===== src/rtl/move_dispatcher.sv =====
// Requests batches of packed 4-bit move codes, scans each batch from its top nibble
// and hands every legal move to the motor driver over a valid/ready handshake.
// Optional build macro MOVE_CHECK_EN: illegal codes 1/14/15 raise a sticky error and abort to IDLE.
module move_dispatcher #(
    parameter int NUM_BATCHES = 52,
    parameter int SLOTS       = 50
) (
    input  logic                 clock,
    input  logic                 reset,
    input  logic                 start,
    input  logic [SLOTS*4-1:0]   moves,
    input  logic                 new_moves,
    output logic                 send_setup_moves,
    output logic [5:0]           counter,
    output logic [3:0]           move,
    output logic                 move_valid,
    input  logic                 move_ready,
    output logic                 busy,
    output logic                 done_all,
    output logic                 error,
    output logic [2:0]           state_dbg
);

    localparam int         W    = SLOTS * 4;
    localparam logic [5:0] LAST = 6'(NUM_BATCHES - 1);

    // Handshake: a move transfers on the rising edge where move_valid && move_ready;
    // move holds steady while move_valid waits for move_ready, and ready is ignored otherwise.
    typedef enum logic [2:0] {
        IDLE    = 3'd0,
        REQUEST = 3'd1,
        WAIT    = 3'd2,
        SCAN    = 3'd3,
        ISSUE   = 3'd4,
        DONE    = 3'd5
    } state_t;

    state_t         state;
    state_t         state_next;
    logic [W-1:0]   shreg;
    logic [3:0]     top;
    logic           empty;
    logic           top_valid;
    logic           top_illegal;

    assign top       = shreg[W-1 -: 4];
    assign empty     = (shreg == '0);
    assign top_valid = (top >= 4'd2) && (top <= 4'd13);
    assign state_dbg = state;

`ifdef MOVE_CHECK_EN
    assign top_illegal = (top == 4'd1) || (top >= 4'd14);
`else
    assign top_illegal = 1'b0;
`endif

    always_ff @(posedge clock) begin
        if (reset) begin
            state <= IDLE;
        end else begin
            state <= state_next;
        end
    end

    always_comb begin
        state_next = state;
        case (state)
            IDLE:    if (start) state_next = REQUEST;
            REQUEST: state_next = WAIT;
            WAIT:    if (new_moves) state_next = SCAN;
            SCAN: begin
                if (empty) begin
                    state_next = (counter == LAST) ? DONE : REQUEST;
                end else if (top_valid) begin
                    state_next = ISSUE;
                end else if (top_illegal) begin
                    state_next = IDLE;
                end else begin
                    state_next = SCAN;
                end
            end
            ISSUE:   if (move_ready) state_next = SCAN;
            DONE:    if (start) state_next = REQUEST;
            default: state_next = IDLE;
        endcase
    end

    // Skipped and issued slots both leave the register with a zero-filled shift,
    // so an exhausted batch is simply an all-zero register.
    always_ff @(posedge clock) begin
        if (reset) begin
            counter <= '0;
            shreg   <= '0;
            move    <= '0;
        end else begin
            case (state)
                IDLE, DONE: begin
                    if (start) counter <= '0;
                end
                WAIT: begin
                    if (new_moves) shreg <= moves;
                end
                SCAN: begin
                    if (empty) begin
                        if (counter != LAST) counter <= counter + 6'd1;
                    end else if (top_illegal) begin
                        counter <= '0;
                        shreg   <= '0;
                    end else begin
                        shreg <= shreg << 4;
                        if (top_valid) move <= top;
                    end
                end
                default: ;
            endcase
        end
    end

`ifdef MOVE_CHECK_EN
    logic error_q;

    always_ff @(posedge clock) begin
        if (reset) begin
            error_q <= 1'b0;
        end else if (state == SCAN && !empty && top_illegal) begin
            error_q <= 1'b1;
        end
    end

    assign error = error_q;
`else
    assign error = 1'b0;
`endif

    always_comb begin
        send_setup_moves = 1'b0;
        move_valid       = 1'b0;
        busy             = 1'b0;
        done_all         = 1'b0;
        case (state)
            IDLE:    ;
            REQUEST: begin
                send_setup_moves = 1'b1;
                busy             = 1'b1;
            end
            WAIT, SCAN: busy = 1'b1;
            ISSUE: begin
                move_valid = 1'b1;
                busy       = 1'b1;
            end
            DONE:    done_all = 1'b1;
            default: ;
        endcase
    end

endmodule


===== config.mk =====
export PLATFORM = sky130hd
export DESIGN_NAME = move_dispatcher
export DESIGN_NICKNAME = d
export VERILOG_FILES = /design/src/rtl/move_dispatcher.sv
export SDC_FILE = /design/constraint.sdc
export NUM_CORES = 1
export LEC_CHECK = 0
export ABC_AREA = 0
export CELL_PAD_IN_SITES_DETAIL_PLACEMENT = 0
export CELL_PAD_IN_SITES_GLOBAL_PLACEMENT = 2
export CORE_MARGIN = 4
export CORE_UTILIZATION = 31
export CTS_CLUSTER_DIAMETER = 40
export CTS_CLUSTER_SIZE = 30
export DETAILED_ROUTE_END_ITERATION = 16
export PLACE_DENSITY = 0.86
export SLEW_MARGIN = 10
export SYNTH_ARGS = -nofsm -noshare
export SYNTH_HDL_FRONTEND = slang
export SYNTH_SLANG_ARGS = --single-unit

===== constraint.sdc =====
create_clock -name clock -period 4.6 [get_ports clock]
set_clock_uncertainty 0.15 [all_clocks]
set_input_delay 0.69 -clock clock [delete_from_list [all_inputs] [get_ports clock]]
set_output_delay 0.69 -clock clock [all_outputs]
set_load 0.05 [all_outputs]

==> results.cfg <==
[grt]
antenna_found_initial = 2
gr-total-overflow = 0
grt_pass1_wl_um = 47800
grtUsageTotal = 0.191
grt_pass1_vias = 8520
grt_start_max_net_pins = 197

[yosys]
synthArstFlopShare = 0
yosys-top-cells-count = dfxtp_1, nand2_1, a21oi_1, a22oi_1, clkbuf_1
synth_fp_nets = 1246
synth_top_family_by_area = compound AO/OA/AOI/OAI gates
synth_xor_area_frac = 0.000997
netlist_area_um2 = 8790
synth_fa_ha_area_frac = 0.00142
synth_compound_area_frac = 0.297
yosys_warnings = 0
ys_seq_area_frac = 0.485
synth.most_common_cell = dfxtp_1
ys_seq_elements = 213
synth.distinct_cells = 39
yosys-mux-area-fraction = 0.00569
synthCells = 1040
synth_top_area_cell = dfxtp_1
yosys-top-cells-area = dfxtp_1, a22oi_1, a21oi_1
synth_edf_count = 0
synth-simple-area-share = 0.163
synth.avg_cell_area_um2 = 8.45
synth_top_area_share = 0.485
synth_ff_type = dfxtp_1

[worst_setup_path]
r2r_slack_ps = 1480
timing.critical_path.to = counter[4]$_SDFFE_PP0P_
end_kind = flip-flop
crit_path_max_fanout = 13
crit_start = shreg[153]$_SDFFE_PP0P_
cp-start-kind = flip-flop
worstSetupPathType = reg2reg
regToRegEndpoint = counter[4]$_SDFFE_PP0P_
critPathRequiredTime_ps = 4870
cp_data_arrival_time_ps = 3400
timing.rr.start = shreg[153]$_SDFFE_PP0P_
r2r_cells = 6

[clocking]
cts.sinks = 213
cts_made_buffers = 36
clockBufferDepth = 3
htreeDepth = 2
cts_setup_buffers = 0
cts_root_buf = clkbuf_16
ctsResizeCount = 0
cts_tree = done
insertion_delay_ps = 500
clk_pin_slew_ps = 50
holdBufCountCts = 0

[min_path]
holdCritPathClass = reg2reg

[place]
io_buffers = 221
dpl-instance-area_um2 = 11200
dp_slack_ps = 1380
hpwl_um = 20800
gp_congestion = 0.800
dp.cells = 1554

[route]
drc = 0
viasPerCell = 5.34
wire_per_inst_um = 19.2
dr.pass1.iters = 5
ant_nets = 0
finalWirelength_um = 31100
via_count = 8657
drtIter0Drc = 752

[timing]
fin_crit_sh = 0.679
hold_viol = 0
drv_slew = 0
max_freq_mhz = 320
grt_setup_unrepaired = no
setup_ws_ps = 1480
worst_pin_slew_ps = 936
fin_crit_ps = 3120
slew_headroom = 0.371
setup_viol_count_final = 0
fin_tns_setup_ps = 0
whs_ps = 321

[cells_and_area]
final_util = 0.449
drive_gt1_frac = 0.0661
stdcell_area_um2 = 12500
stdcell_count = 1622
nFillCells = 2715
final_nets = 1420
synthToLayoutAreaGrowth_pct = 42.3

[pwr]
p_leak_nw = 4.01
power_mw = 5.34
powerDensity_nw_per_um2 = 427
irDropWorstVdd_uv = 255

[floorplan]
row_count = 61
start_util = 0.315
fp.dieW_um = 176
core_area_um2 = 27900
die_h_um = 176
ios = 223
design.die.area_um2 = 31100

[status]
status = finished, final reports clean

[flow_run]
drv_cap = 0
-- worst min-delay path by stage --
stage	from	end	slack, ps	depth (start not counted)
after floorplan	shreg[196]$_SDFFE_PP0P_	shreg[196]$_SDFFE_PP0P_	300	2
after global placement	shreg[15]$_SDFFE_PP0P_	shreg[15]$_SDFFE_PP0P_	310	2
after detailed placement	shreg[176]$_SDFFE_PP0P_	shreg[176]$_SDFFE_PP0P_	320	2
after CTS	shreg[9]$_SDFFE_PP0P_	shreg[9]$_SDFFE_PP0P_	320	2
after global routing	shreg[22]$_SDFFE_PP0P_	shreg[22]$_SDFFE_PP0P_	340	2
final	shreg[61]$_SDFFE_PP0P_	shreg[61]$_SDFFE_PP0P_	320	2
-- metal layers --
| layer | up-vias | global-route usage | share of wire |
|---|---|---|---|
| met5 | - | 0 | 0 |
| met1 | 4143 | 0.272 | 0.47 |
| met4 | 0 | 0.0554 | 0.023 |
| li1 | 4231 | - | - |
| met2 | 240 | 0.292 | 0.45 |
| met3 | 43 | 0.0418 | 0.059 |
-- registers in the layout, summed over array words and instances (netlist names) --
register	flops
shreg	200
counter	6
move	4
state_dbg	3
-- layout by cell type (no fill, tap or decap), types with 3 or more instances in the layout --
cell type / count
nand4_1: 15
clkinv_4: 3
o31ai_1: 3
nand2b_1: 3
nor2_1: 13
dfxtp_1: 213
and2_1: 3
nor4_1: 47
a22oi_1: 196
clkbuf_8: 8
clkinv_2: 5
a21oi_1: 201
diode_2: 3
nor4_2: 5
clkinvlp_4: 3
clkbuf_16: 38
clkdlybuf4s50_1: 220
a32o_1: 4
buf_12: 6
mux2i_1: 5
clkbuf_1: 3
bufinv_16: 3
inv_1: 4
nand3_1: 5
nand2_1: 204
or4_1: 3
-- area by class of cell --
cell class	instances	area [µm²]	share of cell area
Antenna cell	3	7.51	0.000600
Clock buffer	49	1070	0.0858
Clock inverter	16	189	0.0151
Inverter	4	15.0	0.00120
Multi-Input combinational cell	731	4140	0.331
Sequential cell	213	4260	0.341
Tap cell	378	473	0.0378
Timing Repair Buffer	228	2340	0.187
-- worst max-delay path, stage by stage, from the launching register on --
cell and delay, ps:
dfxtp_1 320, nor4_1 500, nand4_1 250, nor4_2 410, nand4_1 580, or4_1 690, a21oi_1 160
-- report_power, final --
group	total, mW	switching, mW	internal, mW
clock network	2.74	0.933	1.81
logic	0.610	0.328	0.282
registers	1.99	0.0672	1.92
-- cell families after synthesis --
logic type | after synthesis
AO/OA/AOI/OAI | 413
XOR/XNOR | 1
adder cells (fa/ha/maj) | 1
buffers and inverters | 96
flip-flops | 213
multiplexers | 5
other | 1
AND/OR/NAND/NOR | 310
(Power assumes the default switching activity.)
